--- config.mk ---
export PLATFORM = sky130hd
export DESIGN_NAME = bus_dstb
export DESIGN_NICKNAME = d
export VERILOG_FILES = /design/src/rtl/bus_dstb.sv
export SDC_FILE = /design/constraint.sdc
export NUM_CORES = 1
export LEC_CHECK = 0
export ABC_AREA = 0
export ABC_CLOCK_PERIOD_IN_PS = 2150
export CAP_MARGIN = 30
export CORE_AREA = 2 2 182 184
export CTS_BUF_LIST = sky130_fd_sc_hd__clkbuf_8 sky130_fd_sc_hd__clkbuf_16
export DETAILED_ROUTE_END_ITERATION = 10
export DIE_AREA = 0 0 184 186
export PLACE_DENSITY = 0.68
export SLEW_MARGIN = 5
export SYNTH_ARGS = -nofsm -noshare
export SYNTH_HDL_FRONTEND = slang
export SYNTH_SLANG_ARGS = --single-unit
--- constraint.sdc ---
create_clock -name clk -period 2.15 [get_ports clk]
set_input_delay 0.43 -clock clk [delete_from_list [all_inputs] [get_ports clk]]
set_output_delay 0.43 -clock clk [all_outputs]
set_load 0.01 [all_outputs]
--- src/rtl/bus_dstb.sv ---
// bus_dstb: routes one upstream request to the lowest-index target whose masked base matches the address,
// with a decode-miss error response and an optional per-request timeout.
// Define BUS_DSTB_SKIP_EN to add bus_dstb_skip_o, which flags accesses to targets selected by SKIP_MASK.
module bus_dstb #(
    parameter int                  N_TGT     = 2,
    parameter logic [N_TGT*64-1:0] TGT_BASE  = {64'h0200_0000, 64'h0},
    parameter logic [N_TGT*64-1:0] TGT_MASK  = {64'hFFFF_FFFF_FFFF_0000, 64'h0},
    parameter int                  TIMEOUT   = 1024,
    parameter logic [N_TGT-1:0]    SKIP_MASK = 'b10
) (
    input  logic                  clk,
    input  logic                  rst,
    input  logic                  bus_dstb_valid_i,
    output logic                  bus_dstb_ready_o,
    output logic [63:0]           bus_dstb_data_read_o,
    input  logic [63:0]           bus_dstb_data_write_i,
    input  logic [63:0]           bus_dstb_addr_i,
    input  logic [1:0]            bus_dstb_size_i,
    input  logic                  bus_dstb_req_i,
    output logic [1:0]            bus_dstb_resp_o,
`ifdef BUS_DSTB_SKIP_EN
    output logic                  bus_dstb_skip_o,
`endif
    output logic [N_TGT-1:0]      bus_dstb_tgt_valid_o,
    input  logic [N_TGT-1:0]      bus_dstb_tgt_ready_i,
    input  logic [N_TGT*64-1:0]   bus_dstb_tgt_data_read_i,
    input  logic [N_TGT*2-1:0]    bus_dstb_tgt_resp_i,
    output logic [63:0]           bus_dstb_tgt_data_write_o,
    output logic [63:0]           bus_dstb_tgt_addr_o,
    output logic [1:0]            bus_dstb_tgt_size_o,
    output logic                  bus_dstb_tgt_req_o
);
    localparam int IW = $clog2(N_TGT);
    typedef enum logic [1:0] {IDLE, FWD, RESP, ERR} state_t;
    state_t           r_state;
    logic [IW-1:0]    r_idx, w_idx;
    logic             w_hit, w_fwd, w_tgt_rdy, w_tmo;
    logic [63:0]      r_addr, r_wdata, r_rdata, r_dout;
    logic [1:0]       r_size, r_rresp, r_resp;
    logic             r_req, r_ready;
    logic [31:0]      r_cnt;
    logic [N_TGT-1:0] r_tgt_valid;
`ifdef BUS_DSTB_SKIP_EN
    logic             r_skip;
    assign bus_dstb_skip_o = r_skip;
`endif
    assign w_fwd     = (r_state == FWD);
    assign w_tgt_rdy = bus_dstb_tgt_ready_i[r_idx];
    assign w_tmo     = (TIMEOUT != 0) && (r_cnt == 32'(TIMEOUT - 1));
    assign bus_dstb_ready_o          = r_ready;
    assign bus_dstb_data_read_o      = r_dout;
    assign bus_dstb_resp_o           = r_resp;
    assign bus_dstb_tgt_valid_o      = r_tgt_valid;
    assign bus_dstb_tgt_addr_o       = w_fwd ? r_addr  : '0;
    assign bus_dstb_tgt_data_write_o = w_fwd ? r_wdata : '0;
    assign bus_dstb_tgt_size_o       = w_fwd ? r_size  : '0;
    assign bus_dstb_tgt_req_o        = w_fwd ? r_req   : 1'b0;
    // address decode: scan from the top so the lowest matching index is the one left standing
    always_comb begin
        w_hit = 1'b0;
        w_idx = '0;
        for (int i = N_TGT - 1; i >= 0; i--) begin
            if ((bus_dstb_addr_i & TGT_MASK[64*i +: 64]) == TGT_BASE[64*i +: 64]) begin
                w_hit = 1'b1;
                w_idx = IW'(i);
            end
        end
    end
    // request FSM: accept and latch, forward to one target, then emit a one-cycle completion
    always_ff @(posedge clk) begin
        if (rst) begin
            r_state     <= IDLE;
            r_idx       <= '0;
            r_addr      <= '0;
            r_wdata     <= '0;
            r_size      <= '0;
            r_req       <= 1'b0;
            r_rdata     <= '0;
            r_rresp     <= '0;
            r_cnt       <= '0;
            r_tgt_valid <= '0;
            r_ready     <= 1'b0;
            r_dout      <= '0;
            r_resp      <= '0;
`ifdef BUS_DSTB_SKIP_EN
            r_skip      <= 1'b0;
`endif
        end else begin
            r_ready <= 1'b0;
            r_dout  <= '0;
            r_resp  <= '0;
            case (r_state)
                IDLE: begin
                    if (bus_dstb_valid_i && w_hit) begin
                        r_idx       <= w_idx;
                        r_addr      <= bus_dstb_addr_i;
                        r_wdata     <= bus_dstb_data_write_i;
                        r_size      <= bus_dstb_size_i;
                        r_req       <= bus_dstb_req_i;
                        r_cnt       <= '0;
                        r_tgt_valid <= {{(N_TGT-1){1'b0}}, 1'b1} << w_idx;
`ifdef BUS_DSTB_SKIP_EN
                        r_skip      <= SKIP_MASK[w_idx];
`endif
                        r_state     <= FWD;
                    end else if (bus_dstb_valid_i) begin
                        r_state <= ERR;
                    end
                end
                FWD: begin
                    if (w_tgt_rdy) begin
                        r_rdata     <= bus_dstb_tgt_data_read_i[64*int'(r_idx) +: 64];
                        r_rresp     <= bus_dstb_tgt_resp_i[2*int'(r_idx) +: 2];
                        r_tgt_valid <= '0;
                        r_state     <= RESP;
                    end else if (w_tmo) begin
                        r_rdata     <= '0;
                        r_rresp     <= 2'b10;
                        r_tgt_valid <= '0;
                        r_state     <= RESP;
                    end else begin
                        r_cnt <= r_cnt + 32'd1;
                    end
                end
                RESP: begin
                    r_ready <= 1'b1;
                    r_dout  <= r_rdata;
                    r_resp  <= r_rresp;
`ifdef BUS_DSTB_SKIP_EN
                    r_skip  <= 1'b0;
`endif
                    r_state <= IDLE;
                end
                default: begin
                    r_ready <= 1'b1;
                    r_resp  <= 2'b11;
                    r_state <= IDLE;
                end
            endcase
        end
    end
endmodule
Word level (Yosys, flattened, before mapping)
Cells that the tools add are included.
{ "totals": {"ff_bits": 300, "input_bits": 268, "output_inout_bits": 200, "wordCells": 51} }
{ "classes": {"addsub": 1, "eq_ne": 7, "muxes": 20, "bitwise_logic": 1, "n_reduce_logical": 10} }
{ "ops": {"columns": ["operator", "n"], "rows": [
  ["2-to-1 mux 64 bit", 4],
  ["2-to-1 mux 32 bit", 3],
  ["case mux 32 bit (2 select lines)", 1],
  ["adder 32 x 1 -> 32 bit, second input constant", 1],
  ["== test 32 x 10 -> 1 bit, second input constant", 1],
  ["2-to-1 mux 2 bit", 7],
  ["case mux 2 bit (2 select lines)", 3],
  ["inequality test 2 bit, second input constant", 3],
  ["AND reduction 2 bit", 3],
  ["AND reduction 4 bit", 1],
  ["nonzero test 2 bit", 2],
  ["OR reduction 2 bit", 2],
  ["inequality test 3 x 1 -> 1 bit, second input constant", 1],
  ["AND reduction 3 bit", 1],
  ["== test 2 x 1 -> 1 bit, second input constant", 1],
  ["== test 2 bit, second input constant", 1],
  ["logical NOT 2 bit", 1],
  ["2-to-1 mux 1 bit", 2],
  ["inverter 1 bit", 1]
]} }

Logic depth before layout (Yosys ltp)
Gate-level depths: netlist of run 1.
{ "logic_depth": {"ltp_word": 4, "mapped_depth": 9, "mapped_depth_nobuf": 6} }

Worst setup path before layout of run 1
Ideal clock, no wire load.
{ "synth_timing": {"path_type": "register -> register", "startpoint": "reg r_cnt[0]", "endpoint": "reg r_rdata[24]", "setup_ns": 0.117, "arrival_time_ns": 2.076, "t_required_ns": 2.033, "path_slack_ns": -0.043, "path_stages_with_launch": 10, "path_buffers": 3, "period_less_slack_ns": 2.193, "path_cell_list": "dfxtp_1 ha_1 nand3_1 or3_1 buf_2 o31ai_4 a21oi_2 buf_6 buf_6 a22o_1"} }
{ "synth_between": {"elab_chain_len": 3} }
{ "synth_lines": {"columns": ["element", "line", "rtl"], "rows": [
  ["start, declared", "41", "logic [31:0] r_cnt;"],
  ["start signal, assigned", "122", "r_cnt <= r_cnt + 32'd1;"],
  ["== test 32 x 10 -> 1 bit", "49", "assign w_tmo = (TIMEOUT != 0) && (r_cnt == 32'(TIMEOUT - 1));"],
  ["nonzero test 2 bit (no source line)", null, null],
  ["AND reduction 2 bit (no source line)", null, null],
  ["end signal, assigned", "112", "r_rdata <= bus_dstb_tgt_data_read_i[64*int'(r_idx) +: 64];"],
  ["end, declared", "38", "logic [63:0] r_addr, r_wdata, r_rdata, r_dout;"]
]} }
No other way between the ends.
A chain may end at the register's enable or synchronous reset.

Final worst setup path of run 1
{ "layout_timing": {"startpoint": "reg r_state[0]", "endpoint": "out bus_dstb_tgt_data_write_o[21]"} }
{ "layout_between": {"elab_chain_len": 2} }
{ "layout_lines": {"columns": ["element", "line", "rtl"], "rows": [
  ["start, declared", "35", "state_t r_state;"],
  ["start signal, assigned", "72", "r_state <= IDLE;"],
  ["start signal, assigned", "105", "r_state <= FWD;"],
  ["start signal, assigned", "107", "r_state <= ERR;"],
  ["== test 2 x 1 -> 1 bit", "47", "assign w_fwd = (r_state == FWD);"],
  ["2-to-1 mux 64 bit", "55", "assign bus_dstb_tgt_data_write_o = w_fwd ? r_wdata : '0;"],
  ["end, declared", "28", "output logic [63:0] bus_dstb_tgt_data_write_o,"]
]} }
No other way between the ends.

==> results_dict.tcl, run 1 <==
set metrics [dict create \
    yosys_most_used_dff "dfxtp_1" \
    netSwitchingFraction_pct 24.2 \
    grt_pass1_vias 10200 \
    syn-instance-count 1253 \
    min-delay-start "rst" \
    cts.htree.levels 2 \
    die_y_um 186 \
    crit_type "reg -> out" \
    clockBufferDepth 3 \
    critPathLaunchType "flop" \
    routed_wirelength_um 36500 \
    clock_skew_ns 0.0182 \
    avgSynthCellArea_um2 8.84 \
    yosysTopAreaCell "dfxtp_1" \
    start_util_pct 34.4 \
    fmax_mhz 439 \
    synth.area.top_cells "dfxtp_1, and2_1, nand2_1, a21oi_1, a22o_1" \
    grt_pass1_wl_um 54400 \
    slew_violations 0 \
    worstPathArrival_ns 1.85 \
    place_congestion 0.848 \
    finalHoldViolCount 0 \
    min_path_type "in -> reg" \
    violations "negative setup slack" \
    synth-edff-count 0 \
    fill_cells 2878 \
    grt_antenna_before_repair 0 \
    seqPwrFrac_pct 44.8 \
    async_flop_share_pct 0 \
    drc_errors 0 \
    diodes 0 \
    ys_types 54 \
    ir_drop_v 0.000471 \
    syn_area_um2 11100 \
    p_clk_share_pct 43.4 \
    avgRoutedWirePerCell_um 17.1 \
    clk_latency_ns 0.53 \
    period_share_pct 106 \
    synth_seq_cells 299 \
    grt_max_degree 75 \
    reg2reg_from "r_cnt[10]" \
    power_w 0.0131 \
    drt_pass1_iterations 6 \
    synth_fp_nets 1522 \
    drive_above_1_share_pct 22.4 \
    via_count 10400 \
    pwr-share-comb_pct 11.8 \
    boundaryPins 468 \
    grt_util_all_layers_pct 19.8 \
    placed_area_um2 16000 \
    status "finished with violations" \
    coreArea_um2 32200 \
    rsz0062_at_grt "yes" \
    cts_tree "done" \
    syn_to_final_growth_pct 59.4 \
    worstMarginPinSlew_ns 0.829 \
    fin_area_um2 17700 \
    fin_ws_ns -0.130 \
    p_switching_w 0.00317 \
    power_density_nw_per_um2 741 \
    cts_buffers 35 \
    first_iter_violations 570 \
    hpwl_um 24000 \
    ys_seq_area_share_pct 54.0 \
    cp_max_fo 5 \
    drv_cap 0 \
    root_buffer "clkbuf_16" \
    io_buffers 399 \
    fin_nets 1976 \
    cts_num_sinks 299 \
    post-route-min-period_ns 2.28 \
    drtAntennaViolNets 0 \
    preCtsSetupSlack_ns -0.150 \
    die_area_um2 34200 \
    critPathCaptureType "output port" \
    slew_headroom_pct 44.7 \
    num_rows 66 \
    setup_violations 33 \
    power.leakage_nw 7.21 \
    ys_warn_count 0 \
    clkTransAtPathRegs_ns 0.06 \
    p_int_w 0.00991 \
    startpoint "r_state[0]" \
    viasPerCell 4.88 \
    synth_top_area_share_pct 54.0 \
    grt_remaining_overflow 0 \
    required_ns 1.72 \
    die_x_um 184 \
]
final timing paths:
kind         depth (start not counted)                       endpoint  slack [ns]
max                                  8  bus_dstb_tgt_data_write_o[21]       -0.13
min                                  2                     r_rresp[1]        0.22
max reg2reg                          7                       r_cnt[3]        0.11
min reg2reg                          2                      r_size[1]        0.45
per-stage QoR:
step	utilization (%)	cells	setup TNS, ns	hold WS (ns)
after global routing	54.8	2138	-5.01	0.236
after floorplan	-	1253	0	0.430
final	54.8	2138	-1.47	0.219
after global placement	49.6	2047	-0.516	0.436
after CTS	54.1	2136	-5.74	0.206
after detailed placement	49.7	2048	-1.34	0.440
power groups by stage:
stage | sequential (W) | clock, W | combinational (W)
floorplan | 0.00594 | 0 | 0.000588
global placement | 0.00596 | 0 | 0.00134
detailed placement | 0.00597 | 0 | 0.00136
CTS | 0.00585 | 0.00579 | 0.00151
global route | 0.00587 | 0.00603 | 0.00167
finish | 0.00585 | 0.00568 | 0.00155
cell families after synthesis:
kind of cell | after synthesis | share of synthesized area, %
AOI/OAI and AO/OA | 281 | 16.5
xor gates and xnor gates | 1 | 0.0791
adders and majority gates | 1 | 0.113
buffers and inverters | 98 | 3.72
DFF | 299 | 54.0
other | 1 | 0.0339
and+or+nand+nor | 572 | 25.5
routing by layer:
layer / wire length, µm / GRT usage, % / up-vias / part of all wire [%]
met5: 0 / 0 / - / 0
met2: 17400 / 33.6 / 417 / 48
met4: 1040 / 7.36 / 0 / 2.9
li1: - / - / 5121 / -
met1: 14500 / 23.3 / 4831 / 40
met3: 3500 / 6.57 / 75 / 9.6
state kept, by name, indices dropped and copies added, names as in the netlist, 2 cells and up:
signal	flops
bus_dstb_data_read_o	64
bus_dstb_resp_o	2
r_addr	64
r_cnt	32
r_rdata	64
r_rresp	2
r_size	2
r_state	2
r_wdata	64
cell usage after synthesis, drive strengths merged (2+ instances only):
cell type,n
a31oi,15
nand2b,3
inv,9
a311oi,4
clkbuf,78
o311ai,2
dfxtp,299
or3,3
a22oi,3
nand3,16
a22o,68
o31ai,6
nor3,11
nand4,10
and2,200
and3,6
nand2,284
o21ai,16
nor4,9
nor2,24
a41oi,7
a21oi,147
o31a,2
buf,11
final cells by class:
class / instances / area [µm²] / share of cell area [%]
inverter: 9 / 33.8 / 0.191
sequential: 299 / 5990 / 33.9
clock inverter: 16 / 121 / 0.687
clock buffer: 44 / 1000 / 5.66
timing repair buffer: 506 / 5050 / 28.6
tap: 408 / 510 / 2.89
multi-input combinational: 856 / 4950 / 28.0
cells in the final DEF (no fill, tap or decap), types with 3 or more instances in the layout:
master and instances:
dfxtp_1 297, nand2_1 282, clkdlybuf4s50_1 267, a21oi_1 146
and2_1 129, buf_6 85, and2_4 71, buf_4 71
a22o_1 68, clkbuf_2 41, clkbuf_16 38, nor2_1 22
inv_1 17, buf_12 17, a31oi_1 15, nand3_1 14
o21ai_0 13, nor3_1 10, buf_2 10, nand4_1 9
clkbuf_8 9, a41oi_1 7, and3_1 6, buf_8 6
a311oi_1 4, nor4_2 4, buf_16 4, a22oi_1 3
o21ai_1 3, nor4_1 3, nand2b_1 3, o31ai_1 3
repair_timing:
item	in CTS	in global routing
hold buffers	0	0
gates cloned	7	3
gates resized for setup	513	174
buffers inserted	21	6
setup endpoints to repair	132	224
pin swaps	26	25
worst max-delay path, cell delays in order, from the launching register on:
cell	delay (ns)
dfxtp_2	0.32
nor2b_4	0.13
buf_12	0.14
buf_12	0.13
buf_12	0.12
buf_16	0.12
buf_6	0.11
and2_4	0.14
buf_6	0.12
Power figures use the tool's default switching activity.
==> run 2: changes to the inputs <==
Settings changed: ABC_CLOCK_PERIOD_IN_PS 2150 to 2600, CORE_AREA 2 2 182 184 to 2 2 184 186, DIE_AREA 0 0 184 186 to 0 0 186 188, PLACE_DENSITY 0.68 to 0.64, SLEW_MARGIN 5 to 20.
Clock period 2.15 ns to 2.6 ns, I/O delays scaled along.
==> results_dict.tcl, run 2 (synthesis results as in run 1) <==
set metrics [dict create \
    status "complete, no violations" \
    grt_pass1_vias 9870 \
    ir_drop_v 0.000424 \
    fill_cells 3116 \
    grt_remaining_overflow 0 \
    clk_latency_ns 0.52 \
    io_buffers 399 \
    power.leakage_nw 7.30 \
    cts_tree "done" \
    power_density_nw_per_um2 628 \
    drc_errors 0 \
    coreArea_um2 33100 \
    cpMostUsedCell "buf_12" \
    boundaryPins 468 \
    grt_antenna_before_repair 3 \
    num_rows 67 \
    critPathCaptureType "output port" \
    cp_slowest_cell "dfxtp_1" \
    crit_end "bus_dstb_tgt_data_write_o[46]" \
    cts_num_sinks 299 \
    slew_headroom_pct 35.7 \
    final_cell_mix "dfxtp_1, nand2_1, clkdlybuf4s50_1" \
    worstPathArrival_ns 2.00 \
    cts.htree.levels 2 \
    cp_max_fo 19 \
    r2r_cells 7 \
    required_ns 2.08 \
    finalHoldViolCount 0 \
    post-route-min-period_ns 2.52 \
    setup_violations 0 \
    grt_max_degree 83 \
    hpwl_um 23800 \
    clock_skew_ns 0.0113 \
    startpoint "r_state[0]" \
    cts_buffers 35 \
    period_share_pct 97.1 \
    drtAntennaViolNets 0 \
    drt_pass1_iterations 5 \
    routed_wirelength_um 35600 \
    die_x_um 186 \
    viasPerCell 4.81 \
    crit_type "reg -> out" \
    reg2reg_from "r_cnt[1]" \
    critPathLaunchType "flop" \
    tns_ns 0 \
    start_util_pct 33.5 \
    path_cells "nor2b_4, buf_12, buf_12, bufbuf_16, and2_1, dlygate4sd2_1" \
    clockBufferDepth 3 \
    fmax_mhz 396 \
    r2r_setup_slack_ns 0.22 \
    avgRoutedWirePerCell_um 16.9 \
    grt_pass1_wl_um 54500 \
    min_path_type "in -> reg" \
    root_buffer "clkbuf_16" \
    place_congestion 0.830 \
    die_y_um 188 \
    slew_violations 0 \
    via_count 10200 \
    first_iter_violations 528 \
    drv_cap 0 \
    reg2reg_to "r_cnt[20]" \
    syn_to_final_growth_pct 52.2 \
    clkTransAtPathRegs_ns 0.06 \
    rsz0062_at_grt "no" \
    worstMarginPinSlew_ns 0.965 \
    power_w 0.0106 \
    grt_util_all_layers_pct 19.7 \
    fin_nets 1908 \
    die_area_um2 35000 \
    drive_above_1_share_pct 6.61 \
    crit_path_max_incr_delay_ns 0.33 \
    layout_commonest_cell "dfxtp_1" \
]
==> run 2: changes by cell type in the layout (fill, tap and decap cells not counted), sizes merged <==
| cell | delta |
|---|---|
| buf | -155 |
| clkbuf | -49 |
| bufbuf | +2 |
| clkinvlp | -1 |
| dlymetal6s2s | +19 |
| diode | +2 |
| dlygate4sd2 | +111 |
| bufinv | +1 |
| clkdlybuf4s15 | -1 |
| clkinv | +8 |
| inv | -1 |
==> run 2: worst max-delay path: cells and delay by family, from the launching register on <==
kind / cells / cell delay [ns]
buf+inv: 4 / 0.88
flops: 1 / 0.33
simple gates: 2 / 0.28
==> run 2: stage by stage <==
stage                     worst slack, ns  instance area (µm²)  hold WS, ns  instances  utilization (%)
final                              0.0765                16900        0.286       2114             50.9
after global routing              0.00525                16900        0.275       2113             50.9
after CTS                          0.0116                16800        0.253       2112             50.7
after detailed placement            0.186                15600        0.438       2042             47.2
after global placement              0.216                15600        0.437       2042             47.2
after floorplan                     0.407                11100        0.430       1253                -
==> run 2: layer usage <==
metal / wire, µm / global-route usage, % / share of wire [%] / vias to the layer above
li1: - / - / - / 4997
met1: 14500 / 23.9 / 41 / 4740
met2: 16700 / 32.7 / 47 / 369
met4: 991 / 6.15 / 2.8 / 0
met5: 0 / 0 / 0 / -
met3: 3430 / 6.70 / 9.6 / 62
==> run 2: worst min path at each step <==
stage,startpoint,end,slack [ns],cells past startpoint
5_1_grt,rst,r_cnt[9],0.27,2
2_1_floorplan,r_rdata[0],bus_dstb_data_read_o[0],0.43,1
4_1_cts,rst,r_cnt[9],0.25,2
3_5_place_dp,r_rdata[8],bus_dstb_data_read_o[8],0.44,1
6_report,rst,r_cnt[9],0.29,2
3_3_place_gp,r_wdata[53],r_wdata[53],0.44,2
==> run 2: cell type report <==
class	count	area [µm²]	area share, %
Antenna cell	2	5.00	0.0297
Tap cell	448	561	3.32
Multi-Input combinational cell	856	4720	28.0
Clock buffer	39	931	5.52
Clock inverter	23	170	1.01
Timing Repair Buffer	438	4450	26.4
Sequential cell	299	5990	35.5
Inverter	9	33.8	0.200
==> run 2: report_power, final <==
| group | total, W | internal (W) | switching (W) |
|---|---|---|---|
| clock network | 0.00464 | 0.00269 | 0.00195 |
| registers | 0.00484 | 0.00476 | 0.0000788 |
| logic | 0.00111 | 0.000577 | 0.000535 |
==> run 2: timing repair <==
action / in CTS / in global routing
hold buffers: 0 / 0
gates cloned: 5 / 0
setup endpoints to repair: 131 / 19
pin swaps: 0 / 0
setup buffers: 3 / 0
resized for setup: 117 / 20
